## config.mk

```make
export PLATFORM = sky130hd
export DESIGN_NAME = ppm_tx_ctrl_flat
export DESIGN_NICKNAME = d
export VERILOG_FILES = /design/src/rtl/ppm_pkg.sv /design/src/rtl/ppm_tx_ctrl_if.sv /design/src/rtl/ppm_byte_serializer.sv /design/src/rtl/ppm_tx_ctrl.sv /design/src/flat_wrapper.sv
export SDC_FILE = /design/constraint.sdc
export NUM_CORES = 1
export LEC_CHECK = 0
export BUFFER_PORTS_ARGS = -buffer_cell sky130_fd_sc_hd__buf_2
export CELL_PAD_IN_SITES_DETAIL_PLACEMENT = 0
export CELL_PAD_IN_SITES_GLOBAL_PLACEMENT = 1
export CORE_MARGIN = 3
export CORE_UTILIZATION = 40
export CTS_CLUSTER_SIZE = 40
export DETAILED_ROUTE_END_ITERATION = 7
export PLACE_DENSITY = 0.81
export SLEW_MARGIN = 20
export SYNTH_ARGS = -nofsm -noshare
export SYNTH_HDL_FRONTEND = slang
export SYNTH_SLANG_ARGS = --single-unit
export TNS_END_PERCENT = 100
```

## constraint.sdc

```tcl
create_clock -name clk -period 2.3 [get_ports clk]
set_input_delay 0.115 -clock clk [delete_from_list [all_inputs] [get_ports clk]]
set_output_delay 0.115 -clock clk [all_outputs]
set_load 0.01 [all_outputs]
```

## src/rtl/ppm_pkg.sv

```systemverilog
// ppm_pkg: shared constants for the PPM transmit frame sequencer.
//   - FSM state encoding
//   - default PPM_BITS / TIMEOUT_CYC
//   - symbols-per-byte constant and a helper to derive it from PPM_BITS
package ppm_pkg;

    localparam int PPM_BITS_DEF    = 2;
    localparam int TIMEOUT_CYC_DEF = 4096;
    localparam int SYMS_PER_BYTE   = 8 / PPM_BITS_DEF;

    function automatic int syms_per_byte(input int pb);
        return 8 / pb;
    endfunction

    localparam logic [3:0] S_IDLE     = 4'd0;
    localparam logic [3:0] S_SOF_REQ  = 4'd1;
    localparam logic [3:0] S_SOF_WAIT = 4'd2;
    localparam logic [3:0] S_FETCH    = 4'd3;
    localparam logic [3:0] S_SYM_REQ  = 4'd4;
    localparam logic [3:0] S_SYM_WAIT = 4'd5;
    localparam logic [3:0] S_EOF_REQ  = 4'd6;
    localparam logic [3:0] S_EOF_WAIT = 4'd7;
    localparam logic [3:0] S_DONE     = 4'd8;
    localparam logic [3:0] S_ERR      = 4'd9;

endpackage

```

## src/rtl/ppm_tx_ctrl_if.sv

```systemverilog
// ppm_tx_ctrl_if: byte-stream and SOF/symbol/EOF handshakes of the PPM
// frame sequencer.
//   master : the sequencer (drives byte_ready and all requests)
//   slave  : FIFO + sof/modulator/eof side (drives data and *_done)
// Signals: byte_data/byte_valid/byte_ready, control_sof/sof_done,
//          sym_val/sym_start/sym_done, control_eof/eof_done.
interface ppm_tx_ctrl_if
    import ppm_pkg::*;
#(
    parameter int PPM_BITS = PPM_BITS_DEF
);
    logic [7:0]          byte_data;
    logic                byte_valid;
    logic                byte_ready;
    logic                control_sof;
    logic                sof_done;
    logic [PPM_BITS-1:0] sym_val;
    logic                sym_start;
    logic                sym_done;
    logic                control_eof;
    logic                eof_done;

    modport master (
        input  byte_data, byte_valid, sof_done, sym_done, eof_done,
        output byte_ready, control_sof, sym_val, sym_start, control_eof
    );

    modport slave (
        output byte_data, byte_valid, sof_done, sym_done, eof_done,
        input  byte_ready, control_sof, sym_val, sym_start, control_eof
    );
endinterface

```

## src/rtl/ppm_byte_serializer.sv

```systemverilog
// ppm_byte_serializer: splits a payload byte into PPM symbols, MSB first.
// Optional macro: PPM_PARITY_EN adds a running XOR of every issued data
// symbol, which can be loaded into the symbol slot as a trailing symbol.
// Ports:
//   clk, rst     clock, async active-high reset
//   i_load       load i_byte, restart symbol count
//   i_byte       payload byte
//   i_shift      advance to next symbol of the byte
//   i_par_clr    (PPM_PARITY_EN) clear the parity accumulator
//   i_acc        (PPM_PARITY_EN) fold the current symbol into parity
//   i_par_load   (PPM_PARITY_EN) present the parity as the current symbol
//   o_sym        current symbol (top PPM_BITS of the shift register)
//   o_last_sym   current symbol is the last one of the byte
module ppm_byte_serializer
    import ppm_pkg::*;
#(
    parameter int PPM_BITS = PPM_BITS_DEF
) (
    input  logic                clk,
    input  logic                rst,
    input  logic                i_load,
    input  logic [7:0]          i_byte,
    input  logic                i_shift,
`ifdef PPM_PARITY_EN
    input  logic                i_par_clr,
    input  logic                i_acc,
    input  logic                i_par_load,
`endif
    output logic [PPM_BITS-1:0] o_sym,
    output logic                o_last_sym
);
    localparam int SPB = syms_per_byte(PPM_BITS);

    logic [7:0] r_sh;
    logic [3:0] r_cnt;

`ifdef PPM_PARITY_EN
    logic [PPM_BITS-1:0] r_par;

    always_ff @(posedge clk or posedge rst) begin
        if (rst)             r_par <= '0;
        else if (i_par_clr)  r_par <= '0;
        else if (i_acc)      r_par <= r_par ^ o_sym;
    end
`endif

    always_ff @(posedge clk or posedge rst) begin
        if (rst) begin
            r_sh  <= '0;
            r_cnt <= '0;
        end else if (i_load) begin
            r_sh  <= i_byte;
            r_cnt <= '0;
        end else if (i_shift) begin
            r_sh  <= r_sh << PPM_BITS;
            r_cnt <= r_cnt + 4'd1;
        end
`ifdef PPM_PARITY_EN
        // Parity rides in the top bits so sym_val needs no extra mux.
        else if (i_par_load) begin
            r_sh  <= 8'(r_par) << (8 - PPM_BITS);
        end
`endif
    end

    assign o_sym      = r_sh[7 -: PPM_BITS];
    assign o_last_sym = (r_cnt == 4'(SPB - 1));
endmodule

```

## src/rtl/ppm_tx_ctrl.sv

```systemverilog
// ppm_tx_ctrl: PPM transmit frame sequencer. On tx_start issues SOF, then
// pulls tx_len bytes and sends them as PPM symbols MSB first, then EOF.
// A *_WAIT that sees no done for TIMEOUT_CYC cycles aborts with tx_err.
// Optional macro: PPM_PARITY_EN sends an XOR-of-all-symbols parity symbol
// before EOF (also for an empty payload).
// Ports:
//   clk, rst            clock, async active-high reset
//   tx_start, tx_len    frame request and payload length (IDLE only)
//   tx_busy             SOF_REQ..DONE
//   tx_done, tx_err     1-cycle completion / abort pulses
//   bus (master)        byte stream + sof/sym/eof handshakes
module ppm_tx_ctrl
    import ppm_pkg::*;
#(
    parameter int PPM_BITS    = PPM_BITS_DEF,
    parameter int LEN_W       = 8,
    parameter int TIMEOUT_CYC = TIMEOUT_CYC_DEF
) (
    input  logic             clk,
    input  logic             rst,
    input  logic             tx_start,
    input  logic [LEN_W-1:0] tx_len,
    output logic             tx_busy,
    output logic             tx_done,
    output logic             tx_err,
    ppm_tx_ctrl_if.master    bus
);
    localparam int TW = $clog2(TIMEOUT_CYC + 1);

    logic [3:0]       r_state;
    logic [3:0]       w_nxt;
    logic [LEN_W-1:0] r_byte_cnt;
    logic [TW-1:0]    r_to_cnt;
    logic             w_load;
    logic             w_shift;
    logic             w_last_sym;
    logic             w_bytes_rem;
    logic             w_to_hit;
    logic             w_is_req;
    logic             w_wait_idle;
    logic             w_start;

    assign w_start     = (r_state == S_IDLE) && tx_start;
    assign w_bytes_rem = (r_byte_cnt != '0);
    assign w_to_hit    = (r_to_cnt == TW'(TIMEOUT_CYC - 1));
    assign w_is_req    = (r_state == S_SOF_REQ) || (r_state == S_SYM_REQ) ||
                         (r_state == S_EOF_REQ);
    // A wait cycle that produced no done advances the timeout.
    assign w_wait_idle = ((r_state == S_SOF_WAIT) && !bus.sof_done) ||
                         ((r_state == S_SYM_WAIT) && !bus.sym_done) ||
                         ((r_state == S_EOF_WAIT) && !bus.eof_done);

`ifdef PPM_PARITY_EN
    logic r_par_phase;
    logic w_par_load;
    logic w_acc;
    assign w_acc = (r_state == S_SYM_REQ) && !r_par_phase;
`endif

    always_comb begin
        w_nxt   = r_state;
        w_load  = 1'b0;
        w_shift = 1'b0;
`ifdef PPM_PARITY_EN
        w_par_load = 1'b0;
`endif
        case (r_state)
            S_IDLE:     if (tx_start) w_nxt = S_SOF_REQ;
            S_SOF_REQ:  w_nxt = S_SOF_WAIT;
            S_SOF_WAIT: begin
                if (bus.sof_done) begin
                    if (w_bytes_rem) w_nxt = S_FETCH;
                    else begin
`ifdef PPM_PARITY_EN
                        w_nxt      = S_SYM_REQ;
                        w_par_load = 1'b1;
`else
                        w_nxt = S_EOF_REQ;
`endif
                    end
                end else if (w_to_hit) w_nxt = S_ERR;
            end
            S_FETCH: begin
                if (bus.byte_valid) begin
                    w_load = 1'b1;
                    w_nxt  = S_SYM_REQ;
                end
            end
            S_SYM_REQ:  w_nxt = S_SYM_WAIT;
            S_SYM_WAIT: begin
                if (bus.sym_done) begin
`ifdef PPM_PARITY_EN
                    if (r_par_phase) w_nxt = S_EOF_REQ;
                    else
`endif
                    if (!w_last_sym) begin
                        w_shift = 1'b1;
                        w_nxt   = S_SYM_REQ;
                    end else if (w_bytes_rem) w_nxt = S_FETCH;
                    else begin
`ifdef PPM_PARITY_EN
                        w_nxt      = S_SYM_REQ;
                        w_par_load = 1'b1;
`else
                        w_nxt = S_EOF_REQ;
`endif
                    end
                end else if (w_to_hit) w_nxt = S_ERR;
            end
            S_EOF_REQ:  w_nxt = S_EOF_WAIT;
            S_EOF_WAIT: begin
                if (bus.eof_done)  w_nxt = S_DONE;
                else if (w_to_hit) w_nxt = S_ERR;
            end
            S_DONE:     w_nxt = S_IDLE;
            S_ERR:      w_nxt = S_IDLE;
            default:    w_nxt = S_IDLE;
        endcase
    end

    always_ff @(posedge clk or posedge rst) begin
        if (rst) begin
            r_state    <= S_IDLE;
            r_byte_cnt <= '0;
            r_to_cnt   <= '0;
        end else begin
            r_state <= w_nxt;
            if (w_start)     r_byte_cnt <= tx_len;
            else if (w_load) r_byte_cnt <= r_byte_cnt - 1'b1;
            if (w_is_req)         r_to_cnt <= '0;
            else if (w_wait_idle) r_to_cnt <= r_to_cnt + 1'b1;
        end
    end

`ifdef PPM_PARITY_EN
    always_ff @(posedge clk or posedge rst) begin
        if (rst)                    r_par_phase <= 1'b0;
        else if (r_state == S_IDLE) r_par_phase <= 1'b0;
        else if (w_par_load)        r_par_phase <= 1'b1;
    end
`endif

    ppm_byte_serializer #(.PPM_BITS(PPM_BITS)) u_ser (
        .clk        (clk),
        .rst        (rst),
        .i_load     (w_load),
        .i_byte     (bus.byte_data),
        .i_shift    (w_shift),
`ifdef PPM_PARITY_EN
        .i_par_clr  (w_start),
        .i_acc      (w_acc),
        .i_par_load (w_par_load),
`endif
        .o_sym      (bus.sym_val),
        .o_last_sym (w_last_sym)
    );

    assign tx_busy         = (r_state != S_IDLE) && (r_state != S_ERR);
    assign tx_done         = (r_state == S_DONE);
    assign tx_err          = (r_state == S_ERR);
    assign bus.byte_ready  = (r_state == S_FETCH);
    assign bus.control_sof = (r_state == S_SOF_REQ);
    assign bus.sym_start   = (r_state == S_SYM_REQ);
    assign bus.control_eof = (r_state == S_EOF_REQ);
endmodule

```

## src/flat_wrapper.sv

```systemverilog
// flat-port wrapper written by rule: the top's interface ports become plain ports
module ppm_tx_ctrl_flat import ppm_pkg::*;
#(
    parameter int PPM_BITS    = PPM_BITS_DEF,
    parameter int LEN_W       = 8,
    parameter int TIMEOUT_CYC = TIMEOUT_CYC_DEF
)
  (clk, rst, tx_start, tx_len, tx_busy, tx_done, tx_err, bus_byte_data, bus_byte_valid, bus_sof_done, bus_sym_done, bus_eof_done, bus_byte_ready, bus_control_sof, bus_sym_val, bus_sym_start, bus_control_eof);
  ppm_tx_ctrl_if #(.PPM_BITS(PPM_BITS)) bus_i ();
  input  logic clk;
  input  logic rst;
  input  logic tx_start;
  input  logic [LEN_W-1:0] tx_len;
  output logic tx_busy;
  output logic tx_done;
  output logic tx_err;
  input wire logic [$bits(bus_i.byte_data)-1:0] bus_byte_data;
  input wire logic [$bits(bus_i.byte_valid)-1:0] bus_byte_valid;
  input wire logic [$bits(bus_i.sof_done)-1:0] bus_sof_done;
  input wire logic [$bits(bus_i.sym_done)-1:0] bus_sym_done;
  input wire logic [$bits(bus_i.eof_done)-1:0] bus_eof_done;
  output wire logic [$bits(bus_i.byte_ready)-1:0] bus_byte_ready;
  output wire logic [$bits(bus_i.control_sof)-1:0] bus_control_sof;
  output wire logic [$bits(bus_i.sym_val)-1:0] bus_sym_val;
  output wire logic [$bits(bus_i.sym_start)-1:0] bus_sym_start;
  output wire logic [$bits(bus_i.control_eof)-1:0] bus_control_eof;
  assign bus_i.byte_data = bus_byte_data;
  assign bus_i.byte_valid = bus_byte_valid;
  assign bus_i.sof_done = bus_sof_done;
  assign bus_i.sym_done = bus_sym_done;
  assign bus_i.eof_done = bus_eof_done;
  assign bus_byte_ready = bus_i.byte_ready;
  assign bus_control_sof = bus_i.control_sof;
  assign bus_sym_val = bus_i.sym_val;
  assign bus_sym_start = bus_i.sym_start;
  assign bus_control_eof = bus_i.control_eof;
  ppm_tx_ctrl #(.PPM_BITS(PPM_BITS), .LEN_W(LEN_W), .TIMEOUT_CYC(TIMEOUT_CYC)) u_core (.clk(clk), .rst(rst), .tx_start(tx_start), .tx_len(tx_len), .tx_busy(tx_busy), .tx_done(tx_done), .tx_err(tx_err), .bus(bus_i));
endmodule
```

## After elaboration in Yosys (flattened, before gate mapping)

Cells that the tools add are included.

| word-level totals | value |
|---|---|
| output and inout bits | 9 |
| input bits | 23 |
| flip-flop bits (word level) | 37 |
| logic and storage cells | 63 |

| cells by class | value |
|---|---|
| add/sub/neg operators | 3 |
| reductions and logical operators | 19 |
| eq/ne operators | 14 |
| mux-type cells | 22 |

Operators with widths:

| kind | count |
|---|---|
| 4-bit two-way mux | 9 |
| 8-bit two-way mux | 4 |
| 4-bit one-hot mux with 8 select lines | 1 |
| 13-bit two-way mux | 2 |
| 4-bit by 3-bit == test with 1-bit output (second input constant) | 4 |
| 13-bit by 1-bit adder with 13-bit output (second input constant) | 1 |
| 13-bit by 12-bit == test with 1-bit output (second input constant) | 1 |
| 4-bit by 2-bit == test with 1-bit output (second input constant) | 3 |
| 4-bit == test (second input constant) | 2 |
| 8-bit nonzero test | 1 |
| 8-bit by 1-bit subtractor with 8-bit output (second input constant) | 1 |
| 2-bit nonzero test | 3 |
| 1-bit logical AND | 5 |
| 1-bit two-way mux | 5 |
| 4-bit by 1-bit adder with 4-bit output (second input constant) | 1 |
| 4-bit by 1-bit == test with 1-bit output (second input constant) | 1 |
| 4-bit zero test | 1 |
| 1-bit logical OR | 4 |
| 2-bit != test (second input constant) | 2 |
| 4-bit != test (second input constant) | 1 |
| 4-bit nonzero test | 1 |
| 1-bit zero test | 3 |
| 3-bit two-way mux | 1 |
| 2-bit AND reduction | 1 |

## Logic depth before layout (Yosys ltp)

| depth | value |
|---|---|
| depth in word-level cells | 6 |
| gate-level depth with buffers | 7 |
| depth with buffers taken out | 6 |

## Modules after synthesis

From an unflattened synthesis, not the netlist that was laid out.

| second synthesis, totals | value |
|---|---|
| cells, all modules | 256 |
| area total of the unflattened synthesis | 2312.2 um^2 |

By module, submodules not included:

| module | cells an instance | times used | area an instance (um^2) | sequential area each (um^2) |
|---|---|---|---|---|
| ppm_tx_ctrl | 202 | 1 | 1732.9 | 625.6 |
| ppm_byte_serializer | 54 | 1 | 579.3 | 300.3 |

## Least setup slack after synthesis

OpenSTA, ideal clock, no wires.

| timing | value |
|---|---|
| path kind | register to register |
| start point | register u_core.r_state[3] |
| end point | register u_core.r_to_cnt[7] |
| clock period less this slack | 1748 ps |
| cell stages (with the launch flop) | 6 |
| path buffers | 0 |
| path slack | 552 ps |
| required time | 2169 ps |
| library setup time | 131 ps |
| arrival time | 1617 ps |
| path through | dfrtp_1 -> nand2b_4 -> or3_4 -> a2111oi_1 -> xnor2_1 -> nor2_1 |

| between the ends | value |
|---|---|
| longest elaborated chain between the ends | 5 |
| elaborated cells on any way between the ends | 15 |
| those cells by class | eq/ne (6); mux (1); reduce/logical (8) |

Ends and longest elaborated chain:

| item | RTL line | source |
|---|---|---|
| start, declared | ppm_tx_ctrl.sv:30 | `logic [3:0] r_state;` |
| start signal, assigned | ppm_tx_ctrl.sv:127 | `r_state <= w_nxt;` |
| 4-bit by 2-bit == test with 1-bit output or 4-bit by 3-bit == test with 1-bit output (tied branches) | ppm_tx_ctrl.sv:49, ppm_tx_ctrl.sv:50 |  |
| 1-bit logical AND, on equally long branches | ppm_tx_ctrl.sv:49, ppm_tx_ctrl.sv:50 |  |
| 1-bit logical OR | ppm_tx_ctrl.sv:49 | `assign w_wait_idle = ((r_state == S_SOF_WAIT) && !bus.sof_done) \|\|` |
| 1-bit logical OR | ppm_tx_ctrl.sv:50 | `((r_state == S_SYM_WAIT) && !bus.sym_done) \|\|` |
| 2-bit nonzero test (no source line) | n/a |  |
| end signal, assigned | ppm_tx_ctrl.sv:131 | `else if (w_wait_idle) r_to_cnt <= r_to_cnt + 1'b1;` |
| end, declared | ppm_tx_ctrl.sv:33 | `logic [TW-1:0] r_to_cnt;` |

Parallel ways exist; a longest one is shown, timed or not.
A chain may end at the register's enable or synchronous reset.

## Worst setup path in the final report

| timing | value |
|---|---|
| start point | register u_core.r_state[0] |
| end point | register u_core.r_byte_cnt[7] |

| between the ends | value |
|---|---|
| longest elaborated chain between the ends | 3 |
| elaborated cells on any way between the ends | 6 |
| those cells by class | eq/ne (1); mux (2); reduce/logical (3) |

Ends and longest elaborated chain:

| item | RTL line | source |
|---|---|---|
| 4-bit by 2-bit == test with 1-bit output or 4-bit zero test (tied branches) | ppm_tx_ctrl.sv:67, ppm_tx_ctrl.sv:43 |  |
| 1-bit two-way mux or 1-bit logical AND (tied branches) | ppm_tx_ctrl.sv:67, ppm_tx_ctrl.sv:43 |  |
| 2-bit nonzero test (no source line) or 8-bit two-way mux (tied branches) | n/a |  |
| end signal, assigned | ppm_tx_ctrl.sv:128 | `if (w_start) r_byte_cnt <= tx_len;` |
| end signal, assigned | ppm_tx_ctrl.sv:129 | `else if (w_load) r_byte_cnt <= r_byte_cnt - 1'b1;` |
| end, declared | ppm_tx_ctrl.sv:32 | `logic [LEN_W-1:0] r_byte_cnt;` |

Parallel ways exist; a longest one is shown, timed or not.

==> metrics.md <==
| Metric | Value |
|---|---|
| Synth Area in Simple Gates | 26.00% |
| Drt initial violations | 93 |
| Port Buffers | 31 |
| RSZ-0062 raised after global routing | no |
| Vias in the first global route | 1878 |
| Final Wtd Congestion | 0.7811 |
| Most frequent cells in the layout | 37 x dfrtp_1, 35 x nand2_1, 31 x buf_2 |
| Layout cells sized above 1 | 20.43% |
| Synth warn | 0 |
| Initial antenna violation count | 0 |
| Die footprint | 6425 um^2 |
| # IOs | 32 |
| Hold WS | 0.01583 ns |
| Nets | 306 |
| Final WS setup | 0.2813 ns |
| Final routed DRC violation total | 0 |
| TritonCTS Sinks | 37 |
| Die height | 80.16 um |
| Core area | 5205 um^2 |
| Worst-margin pin slew | 0.4779 ns |
| CTS clk-pin slew, worst paths | 0.08 ns |
| WS Path Type | reg2reg |
| Post-synth EDFFs | 0 |
| Setup Skew | 0.007761 ns |
| Adder-Cell Fraction of Synth Area | 2.275% |
| Post-DR wirelength/cell | 14.08 um |
| Post-synth cell types | 47 |
| Crit Path Max Fanout | 11 |
| CTS tree | done |
| VDD IR max | 489.2 uV |
| Largest net degree at the start of global routing | 38 |
| Initial cell density of the core | 42.26% |
| First-pass detailed-route iteration total | 4 |
| Lkg Pwr | 1.177 nW |
| Outcome | completed |
| Std cell rows | 26 |
| Gate Count Post-Synth | 242 |
| Max Clk Rate | 495.4 MHz |
| CP required | 2.47 ns |
| Post-synthesis net count | 269 |
| Clk Latency, worst-skew pair | 0.29 ns |
| Synthesis-to-finish area growth | 16.10% |
| Hold Crit Class | in2reg |
| TNS Setup | 0 ns |
| Commonest non-fill, non-tap cell in the layout | dfrtp_1 |
| Most used DFF post-synth | dfrtp_1 |
| Slew headroom | 68.14% |
| CP endpoint kind | flop |
| Clk buf depth | 2 |
| Final Hold Fails | 0 |
| CTS resizes | 0 |
| Setup slack at placement | 0.3289 ns |
| Crit path time final | 2.019 ns |
| CP Launch Type | flop |
| Asr flop ratio synth | 100.0% |
| Die width | 80.16 um |
| Total CTS buffers | 5 |
| Worst Path Arrival | 2.19 ns |
| Syn avg cell area | 9.089 um^2 |
| Post-DRT Antenna Nets | 0 |
| Setup violators final | 0 |
| Synth Area in Compound Gates | 14.11% |
| Post-Syn Area | 2200 um^2 |
| Clk root buf | clkbuf_8 |
| Pwr dens | 1036 nW/um^2 |
| Final Max Slew Viols | 0 |
| Inserted Diodes | 0 |
| DPL Wire Length | 3.481 mm |
| Fin crit share | 87.77% |
| First-pass GRT wire length | 8.735 mm |
| GRT Overall Usage | 17.08% |
| Total setup buffers inserted after CTS | 0 |
| Via count | 1831 |
| H-tree levels | 2 |
| XOR/XNOR share of the synthesized area | 4.778% |
| Seq/Total Area, Yosys | 42.09% |
| Routed wire length | 4.914 mm |
| Max-cap violations | 0 |
| Vias per inst | 5.246 |
| Largest family of logic cells by synthesized area | simple AND/OR/NAND/NOR gates |
| Seq cells post-synth | 37 |
| Mux cell area share after synthesis | 6.883% |
| Grt ovf | 0 |
## cell usage after synthesis, types with 2 or more instances
cell	instances	share of area, %
a221o_1	2	0.91
nor2_1	27	4.6
o211ai_1	3	1.0
nand3_1	12	2.7
nand3b_1	2	0.68
mux2i_1	14	6.4
nor4_1	2	0.57
inv_1	5	0.85
a31oi_1	2	0.57
o22ai_1	2	0.57
dfrtp_1	37	42
nor3_1	6	1.4
nand2_1	35	6.0
a2111oi_1	3	1.4
nor2b_1	2	0.57
xnor2_1	8	3.2
clkbuf_1	4	0.68
nor3b_1	2	0.68
nand4_1	5	1.4
and3_1	4	1.1
xor2_1	4	1.6
o31ai_1	3	1.0
nand2b_1	2	0.57
buf_2	5	1.1
o21bai_1	2	0.68
ha_1	4	2.3
buf_4	2	0.68
o21ai_0	17	3.9
a21oi_1	6	1.4
and4bb_2	3	1.7
## area by class of cell
| class | count | area (um^2) |
|---|---|---|
| well taps | 70 | 87.58 |
| fillers | 522 | 2651 |
| clock buffers | 6 | 82.58 |
| repair buffers | 42 | 242.7 |
| clock inverters | 1 | 7.507 |
| flip-flops and latches | 37 | 925.9 |
| inverters | 5 | 18.77 |
| multi-input cells | 188 | 1189 |
## where the power goes
group	leakage, nW	total (mW)	internal, mW	switching, mW
clock network	0.0433	0.472	0.237	0.235
logic	0.647	1.13	0.488	0.638
registers	0.487	1.05	0.844	0.203
## flip-flops by register name, indices dropped and copies added, names as in the netlist
| name | cells |
|---|---|
| u_core.r_state | 4 |
| u_core.r_to_cnt | 13 |
| u_core.r_byte_cnt | 8 |
| u_core.u_ser.r_sh | 8 |
| u_core.u_ser.r_cnt | 4 |
## worst max-delay path, cell delays in order (launching register included)
cell,delay (ns)
dfrtp_1,0.60
buf_4,0.25
nor2b_1,0.30
nand4_1,0.23
nor3b_1,0.28
xnor2_1,0.14
o21ai_0,0.09
## cells by family (layout without fill, tap and decap cells)
kind of cell | Yosys count | after routing
buffers and inverters | 17 | 54
adders and majority gates | 4 | 4
DFF | 37 | 37
xor gates and xnor gates | 12 | 12
and+or+nand+nor | 111 | 111
muxes | 15 | 15
AOI/OAI and AO/OA | 46 | 46
## final timing paths
path / from / to / slack (ns) / cells past startpoint
worst max-delay path: u_core.r_state[0]$_DFFE_PP0P_ / u_core.r_byte_cnt[7]$_DFFE_PP0P_ / 0.28 / 6
min in group asynchronous: rst / u_core.u_ser.r_cnt[0]$_DFFE_PP0P_ / 0.48 / 4
worst min register to register: u_core.r_to_cnt[12]$_DFFE_PP0P_ / u_core.r_to_cnt[12]$_DFFE_PP0P_ / 0.49 / 1
worst min-delay path: bus_byte_data[1] / u_core.u_ser.r_sh[1]$_DFFE_PP0P_ / 0.02 / 3
max in group asynchronous: rst / u_core.r_to_cnt[3]$_DFFE_PP0P_ / 1.49 / 4
worst max register to register: u_core.r_state[0]$_DFFE_PP0P_ / u_core.r_byte_cnt[7]$_DFFE_PP0P_ / 0.28 / 6
## stage by stage
| step | std cells | util, % | cell area (um^2) | total power, mW |
|---|---|---|---|---|
| final | 349 | 49.06 | 2554 | 2.646 |
| after global routing | 349 | 49.06 | 2554 | 2.896 |
| after CTS | 349 | 49.06 | 2554 | 2.682 |
| after detailed placement | 340 | 46.95 | 2444 | 2.192 |
| after global placement | 340 | 46.95 | 2444 | 2.169 |
| after floorplan | 242 | - | 2200 | 1.884 |
## layer usage
metal,track usage [%],up-vias,wire [um]
li1,-,939,-
met1,22.04,863,2291
met2,28.89,25,2422
met3,3.587,4,158
met4,4.561,0,41
met5,0,-,0
## timing repair
item,in CTS,in global routing
hold buffers,2,0
endpoints found under the hold margin,38,0
setup endpoints to repair,0,0
Power figures use the tool's default switching activity.
